==> src/rtl/comparator_result_monitor.sv <==
// Registered monitor for a one-hot comparator result. It keeps saturating per-category
// counts, flags change events and non-one-hot codes, and tracks a lock on runs of equal results.
module comparator_result_monitor #(
    parameter int CNT_W     = 8,
    parameter int MATCH_LEN = 4
) (
    input  logic             clk,
    input  logic             rst_n,
    input  logic [2:0]       y,
    input  logic             sample_en,
    input  logic             clr,
    output logic [CNT_W-1:0] gt_cnt,
    output logic [CNT_W-1:0] eq_cnt,
    output logic [CNT_W-1:0] lt_cnt,
    output logic [2:0]       last_y,
    output logic             change,
    output logic             locked,
    output logic             err
);

    typedef enum logic [1:0] {
        ST_IDLE   = 2'b00,
        ST_TRACK  = 2'b01,
        ST_LOCKED = 2'b10,
        ST_FAULT  = 2'b11
    } state_t;

    localparam logic [3:0]       LP_MATCH = 4'(MATCH_LEN);
    localparam logic [CNT_W-1:0] LP_SAT   = {CNT_W{1'b1}};

    state_t           r_state;
    state_t           w_state_nxt;
    logic [3:0]       r_run;
    logic [3:0]       w_run_nxt;
    logic [CNT_W-1:0] r_gt_cnt;
    logic [CNT_W-1:0] r_eq_cnt;
    logic [CNT_W-1:0] r_lt_cnt;
    logic [2:0]       r_last_y;
    logic             r_change;
    logic             r_locked;
    logic             r_err;

    logic w_sample;
    logic w_valid;
    logic w_invalid;
    logic w_is_eq;
    logic w_change_nxt;

    function automatic logic f_is_onehot(input logic [2:0] code);
        logic ok;
        case (code)
            3'b100, 3'b010, 3'b001: ok = 1'b1;
            default:                ok = 1'b0;
        endcase
        return ok;
    endfunction

    function automatic logic [CNT_W-1:0] f_sat_inc(input logic [CNT_W-1:0] cnt);
        logic [CNT_W-1:0] res;
        if (cnt == LP_SAT) begin
            res = cnt;
        end else begin
            res = cnt + {{(CNT_W-1){1'b0}}, 1'b1};
        end
        return res;
    endfunction

    // A clear on the same edge swallows the sample.
    assign w_sample     = sample_en & ~clr;
    assign w_valid      = w_sample & f_is_onehot(y);
    assign w_invalid    = w_sample & ~f_is_onehot(y);
    assign w_is_eq      = (y == 3'b010);
    assign w_change_nxt = w_valid && (r_last_y != 3'b000) && (y != r_last_y);

    // Next-state and eq-run logic for the lock tracker.
    always_comb begin
        w_state_nxt = r_state;
        w_run_nxt   = r_run;
        case (r_state)
            ST_IDLE: begin
                if (w_valid) begin
                    if (w_is_eq) begin
                        w_run_nxt   = 4'd1;
                        w_state_nxt = (LP_MATCH == 4'd1) ? ST_LOCKED : ST_TRACK;
                    end else begin
                        w_run_nxt   = 4'd0;
                        w_state_nxt = ST_TRACK;
                    end
                end else if (w_invalid) begin
                    w_state_nxt = ST_FAULT;
                end else begin
                    w_state_nxt = r_state;
                end
            end
            ST_TRACK: begin
                if (w_valid) begin
                    if (w_is_eq) begin
                        w_run_nxt = r_run + 4'd1;
                        if ((r_run + 4'd1) == LP_MATCH) begin
                            w_state_nxt = ST_LOCKED;
                        end else begin
                            w_state_nxt = ST_TRACK;
                        end
                    end else begin
                        w_run_nxt = 4'd0;
                    end
                end else if (w_invalid) begin
                    w_state_nxt = ST_FAULT;
                end else begin
                    w_state_nxt = r_state;
                end
            end
            ST_LOCKED: begin
                if (w_valid) begin
                    if (w_is_eq) begin
                        w_run_nxt = LP_MATCH;
                    end else begin
                        w_run_nxt   = 4'd0;
                        w_state_nxt = ST_TRACK;
                    end
                end else if (w_invalid) begin
                    w_state_nxt = ST_FAULT;
                end else begin
                    w_state_nxt = r_state;
                end
            end
            ST_FAULT: begin
                w_state_nxt = ST_FAULT;
            end
            default: begin
                w_state_nxt = ST_IDLE;
                w_run_nxt   = 4'd0;
            end
        endcase
    end

    // State, run counter and the status flags derived from the next state.
    always_ff @(posedge clk or negedge rst_n) begin
        if (!rst_n) begin
            r_state  <= ST_IDLE;
            r_run    <= 4'd0;
            r_locked <= 1'b0;
            r_err    <= 1'b0;
        end else if (clr) begin
            r_state  <= ST_IDLE;
            r_run    <= 4'd0;
            r_locked <= 1'b0;
            r_err    <= 1'b0;
        end else begin
            r_state  <= w_state_nxt;
            r_run    <= w_run_nxt;
            r_locked <= (w_state_nxt == ST_LOCKED);
            r_err    <= (w_state_nxt == ST_FAULT);
        end
    end

    // Category counters, last valid code and the change pulse.
    always_ff @(posedge clk or negedge rst_n) begin
        if (!rst_n) begin
            r_gt_cnt <= {CNT_W{1'b0}};
            r_eq_cnt <= {CNT_W{1'b0}};
            r_lt_cnt <= {CNT_W{1'b0}};
            r_last_y <= 3'b000;
            r_change <= 1'b0;
        end else if (clr) begin
            r_gt_cnt <= {CNT_W{1'b0}};
            r_eq_cnt <= {CNT_W{1'b0}};
            r_lt_cnt <= {CNT_W{1'b0}};
            r_last_y <= 3'b000;
            r_change <= 1'b0;
        end else begin
            r_change <= w_change_nxt;
            if (w_valid) begin
                r_last_y <= y;
                if (y[2]) begin
                    r_gt_cnt <= f_sat_inc(r_gt_cnt);
                end else if (y[1]) begin
                    r_eq_cnt <= f_sat_inc(r_eq_cnt);
                end else begin
                    r_lt_cnt <= f_sat_inc(r_lt_cnt);
                end
            end
        end
    end

    assign gt_cnt = r_gt_cnt;
    assign eq_cnt = r_eq_cnt;
    assign lt_cnt = r_lt_cnt;
    assign last_y = r_last_y;
    assign change = r_change;
    assign locked = r_locked;
    assign err    = r_err;

endmodule

==> config.mk <==
export PLATFORM = sky130hd
export DESIGN_NAME = comparator_result_monitor
export DESIGN_NICKNAME = d
export VERILOG_FILES = /design/src/rtl/comparator_result_monitor.sv
export SDC_FILE = /design/constraint.sdc
export NUM_CORES = 1
export LEC_CHECK = 0
export CAP_MARGIN = 15
export CORE_MARGIN = 2
export CORE_UTILIZATION = 50
export CTS_CLUSTER_DIAMETER = 100
export CTS_CLUSTER_SIZE = 40
export DETAILED_ROUTE_END_ITERATION = 10
export DONT_BUFFER_PORTS = 1
export GPL_TIMING_DRIVEN = 1
export HOLD_SLACK_MARGIN = 0.06
export SLEW_MARGIN = 15
export SYNTH_ARGS = -nofsm -noshare
export SYNTH_HDL_FRONTEND = slang
export SYNTH_SLANG_ARGS = --single-unit
==> constraint.sdc <==
create_clock -name clk -period 2.9 [get_ports clk]
set_clock_uncertainty 0.1 [all_clocks]
set_input_delay 0.725 -clock clk [delete_from_list [all_inputs] [get_ports clk]]
set_output_delay 0.725 -clock clk [all_outputs]
set_load 0.005 [all_outputs]
Word level (Yosys, flattened, before mapping)
Cells that the tools add are included.
{"block": "op_classes", "addsub": 4, "eq_ne": 21, "mux": 37, "bitwise": 5, "reduce_logical": 13}
{"cell": "8-bit two-way mux", "count": 14}
{"cell": "8-bit by 1-bit adder with 8-bit output (second input constant)", "count": 3}
{"cell": "8-bit equality test (second input constant)", "count": 3}
{"cell": "4-bit two-way mux", "count": 5}
{"cell": "2-bit two-way mux", "count": 8}
{"cell": "4-bit one-hot mux with 3 select lines", "count": 1}
{"cell": "4-bit AND reduction", "count": 3}
{"cell": "3-bit two-way mux", "count": 3}
{"cell": "3-bit inequality test (second input constant)", "count": 3}
{"cell": "2-bit equality test (second input constant)", "count": 4}
{"cell": "2-bit one-hot mux with 4 select lines", "count": 1}
{"cell": "2-bit inequality test (second input constant)", "count": 3}
{"cell": "2-bit nonzero test", "count": 3}
{"cell": "1-bit two-way mux", "count": 5}
{"cell": "4-bit by 1-bit adder with 4-bit output (second input constant)", "count": 1}
{"cell": "4-bit by 3-bit equality test with 1-bit output (second input constant)", "count": 1}
{"cell": "2-bit by 1-bit inequality test with 1-bit output (second input constant)", "count": 2}
{"cell": "4-bit nonzero test", "count": 1}
{"cell": "1-bit bitwise AND", "count": 3}
{"cell": "3-bit by 1-bit equality test with 1-bit output (second input constant)", "count": 1}
{"cell": "3-bit by 2-bit equality test with 1-bit output (second input constant)", "count": 1}
{"cell": "3-bit equality test (second input constant)", "count": 1}
{"cell": "3-bit inequality test", "count": 1}
{"cell": "3-bit AND reduction", "count": 1}
{"cell": "6 further kinds", "count": 8}
{"block": "word_totals", "reg_bits": 36, "inputBits": 7, "output_inout_bits": 30}

Logic depth before layout (Yosys ltp)
{"block": "depth", "ltp_word": 10, "ltp_mapped": 7}

Least setup slack after synthesis
No wires, ideal clock.
{"block": "synth_path", "path_kind": "input-to-reg", "start": "in y[0]", "end": "reg r_gt_cnt[4], in the netlist gt_cnt[4]", "setup_ns": 0.132, "t_arrival_ns": 1.981, "required_time_ns": 2.668, "path_slack_ns": 0.687, "cell_stages": 6, "n_path_buf": 1, "cell_sequence": "buf_6 > o21ai_2 > o2111ai_4 > or4_1 > xor2_1 > nor2_1"}
{"block": "synth_via", "elab_chain_cells": 6, "word_cells_on_any_way": 8, "cone_classes": "eq/ne: 3; mux: 1; bitwise: 1; reduce/logical: 3"}
{"element": "start: declaration", "line": "9", "rtl": "input logic [2:0] y,"}
{"element": "3-bit by 2-bit equality test with 1-bit output, or another cell as far along", "line": "51", "rtl": "case (code)"}
{"element": "3-bit OR reduction (*)", "line": "51"}
{"element": "1-bit two-way mux (*)", "line": "51"}
{"element": "1-bit bitwise AND (*)", "line": "70", "rtl": "assign w_valid = w_sample & f_is_onehot(y);"}
{"element": "2-bit nonzero test (no line) (*)"}
{"element": "3-bit AND reduction (no line) (*)"}
{"element": "end signal: assignment", "line": "160", "rtl": "r_gt_cnt <= {CNT_W{1'b0}};"}
{"element": "end signal: assignment", "line": "166", "rtl": "r_gt_cnt <= {CNT_W{1'b0}};"}
{"element": "end signal: assignment", "line": "176", "rtl": "r_gt_cnt <= f_sat_inc(r_gt_cnt);"}
{"element": "end: declaration", "line": "35", "rtl": "logic [CNT_W-1:0] r_gt_cnt;"}
Mark *: on every way between the ends. The rest lies on a longest branch, timed or not.
A chain may end at the register's enable or synchronous reset.

Worst setup path after layout
{"block": "layout_path", "start": "reg r_state[0]", "end": "reg r_run[3]"}
{"block": "layout_via", "elab_chain_cells": 3, "word_cells_on_any_way": 10, "cone_classes": "eq/ne: 5; mux: 2; reduce/logical: 3"}
{"element": "start: declaration", "line": "31", "rtl": "state_t r_state;"}
{"element": "start signal: assignment", "line": "150", "rtl": "r_state <= w_state_nxt;"}
{"element": "2-bit by 1-bit equality test with 1-bit output, or another cell as far along", "line": "79", "rtl": "case (r_state)"}
{"element": "3-bit inequality test (no line), or another cell as far along"}
{"element": "4-bit AND reduction (no line) / 4-bit two-way mux (equally long branches)"}
{"element": "end signal: assignment", "line": "151", "rtl": "r_run <= w_run_nxt;"}
{"element": "end: declaration", "line": "33", "rtl": "logic [3:0] r_run;"}
Parallel ways exist; a longest one is shown, timed or not.

==> out/results.ini <==
[synthesis]
ys_seq_area_frac = 0.414
syn-instance-count = 223
synth_fp_nets = 239
ys_warn_count = 0
ys_ff_latch = 36
ys.flop_type = dfrtp_1
synth-edff-count = 0
syn_avg_cell_area_um2 = 9.76
synth_cell_types = 53
synthesis.area_mm2 = 0.00218
async_flop_share = 1.00

[finish]
fin_nets = 239
diodes = 0
layout_common_cells = dfrtp_1, nor2_1, nand2_1
layout-drive-gt1-share = 0.107
synthToLayoutAreaGrowth_pct = 5.52
n_fill_cell = 367
layout_commonest_cell = dfrtp_1

[route]
drt_iter0_markers = 111
ant_nets = 0
avgViaCountPerCell = 5.91
routedWlPerCell_um = 15.8
vias = 1619
wirelength_um = 4320
drcViolationCount = 0
dr.pass1.iters = 4

[hold_path]
hp-class = input port to async pin

[global_routing]
grt-ovfl-total = 0
grt_pass1_vias = 1648
grt_max_degree = 37
antenna_found_initial = 0
grt_first_pass_wirelength_um = 7680
grt_util_all_layers = 0.193

[cts]
cts_buffers = 5
tritoncts = done
htreeDepth = 2
clock_path_buffers = 2
clk_pin_slew_worst_paths_ns = 0.07
cts_root_buf = clkbuf_8
clock-sinks = 36
cts_resized = 0
clk_latency_ns = 0.28

[sta]
fin_hold_ws_ns = 0.159
fmax_mhz = 473
timing.final.max_slew_violations = 0
max-slew-margin-rel = 0.651
worst_pin_slew_ns = 0.519
setup_tns_ns = 0
finalCriticalPeriod_ns = 2.11
min_period_over_period = 0.728
setup_viol = 0
rsz0062_at_grt = false
hold_violations = 0

[worst_setup_path]
r2r_end = r_run[3]
reg2reg_slack_ns = 0.79
worstPathMaxFanout = 7
required_ns = 3.02
reg2regPathDepth = 6
cp-end-kind = flop
reg2reg_from = r_state[0]
cp-start-kind = flop
criticalPathCategory = flop to flop
worstPathArrival_ns = 2.23

[die]
row_count = 23
io_pins = 37
die-width_um = 70.0
fp.dieArea_mm2 = 0.00490
coreArea_mm2 = 0.00409
initial_utilization = 0.533
die_height_um = 70.0

[power_and_ir_drop]
p_per_area_mw_per_mm2 = 559
leakagePower_uw = 0.000944
ir_drop_mv = 0.281

[placement]
port_buffers = 0
dpl.hpwl_um = 3100
gp_congestion = 0.909

[run]
maxCapViolCount = 0

[outcome]
outcome = complete, no violations

## synth_stat cells (2+ instances only)
cell type | n | area share
nor2_1 | 29 | 0.050
nand3b_1 | 2 | 0.0069
o211a_4 | 2 | 0.016
nand2b_1 | 2 | 0.0057
buf_2 | 2 | 0.0046
buf_6 | 3 | 0.016
inv_1 | 7 | 0.012
nand3_1 | 7 | 0.016
or4_1 | 2 | 0.0069
nor4_1 | 4 | 0.011
or3_1 | 5 | 0.014
nand4_1 | 6 | 0.017
a21boi_0 | 3 | 0.010
xnor2_1 | 9 | 0.036
a21oi_1 | 11 | 0.025
nor2b_1 | 2 | 0.0057
xor2_1 | 10 | 0.040
mux2i_1 | 2 | 0.0092
o211ai_1 | 2 | 0.0069
nand2_1 | 18 | 0.031
nor3b_1 | 3 | 0.010
nor3_1 | 8 | 0.018
ha_1 | 9 | 0.052
clkbuf_1 | 2 | 0.0034
o21ai_0 | 10 | 0.023
dfrtp_1 | 36 | 0.41
## metal layers
layer  routed length [um]  global-route usage  part of all wire  up-vias
met5                    0                   0                 0        -
met4                   39              0.0534            0.0090        0
met1                 1910               0.256              0.44      779
li1                     -                   -                 -      794
met2                 2120               0.307              0.49       41
met3                  249              0.0592             0.058        5
## power by group
group          total [uW]  internal (uW)  leakage [uW]  switching (uW)
logic                 348            156      0.000395             192
registers             570            533      0.000499            37.2
clock network         366            189     0.0000510             177
## area by class of cell
type                            instances  area (um^2)  area share
Clock inverter                          2         10.0     0.00436
Timing Repair Buffer                    2         27.5      0.0120
Sequential cell                        36          901       0.392
Inverter                                7         26.3      0.0114
Tap cell                               50         62.6      0.0272
Clock buffer                            6         82.6      0.0359
Multi-Input combinational cell        171         1190       0.517
## worst max-delay path, cell delays in order, from the launching register on
cell	delay [ns]
dfrtp_1	0.45
inv_1	0.10
ha_1	0.27
nor3_1	0.33
o22ai_4	0.15
or4_1	0.52
a21oi_1	0.13
## state kept, by name, summed over array words and instances, names as in the netlist
signal   flops
change       1
eq_cnt       8
err          1
gt_cnt       8
last_y       3
locked       1
lt_cnt       8
r_run        4
r_state      2
## worst max path at each step
stage                     from   endpoint  slack (ns)  depth (start not counted)
floorplan                 y[0]  gt_cnt[4]        0.69                          6
detailed placement   sample_en  gt_cnt[4]        0.64                          5
finish              r_state[0]   r_run[3]        0.79                          6
global route        r_state[1]   r_run[3]        0.64                          6
CTS                 r_state[1]   r_run[3]        0.78                          6
global placement     sample_en  gt_cnt[4]        0.69                          5
## through the flow
stage | utilization | worst slack [ns] | std cells | area (um^2) | total power, uW
after CTS | 0.562 | 0.780 | 274 | 2300 | 1300
after global routing | 0.562 | 0.636 | 274 | 2300 | 1370
final | 0.562 | 0.787 | 274 | 2300 | 1280
after global placement | 0.535 | 0.694 | 265 | 2180 | 903
after detailed placement | 0.535 | 0.642 | 265 | 2180 | 915
after floorplan | - | 0.687 | 223 | 2180 | 874
## timing repair
| item | CTS | global route |
|---|---|---|
| buffers inserted | 0 | 0 |
| hold buffers | 1 | 0 |
| endpoints found under the hold margin | 36 | 0 |
## kinds of logic after synthesis
family / count (synthesis) / share of synthesized area
buffers and inverters: 16 / 0.0408
AO/OA/AOI/OAI: 42 / 0.153
multiplexers: 3 / 0.0144
adder cells (fa/ha/maj): 9 / 0.0517
XOR/XNOR: 20 / 0.0891
AND/OR/NAND/NOR: 97 / 0.237
flip-flops: 36 / 0.414
Note: power is estimated with default switching activity, not from simulation.
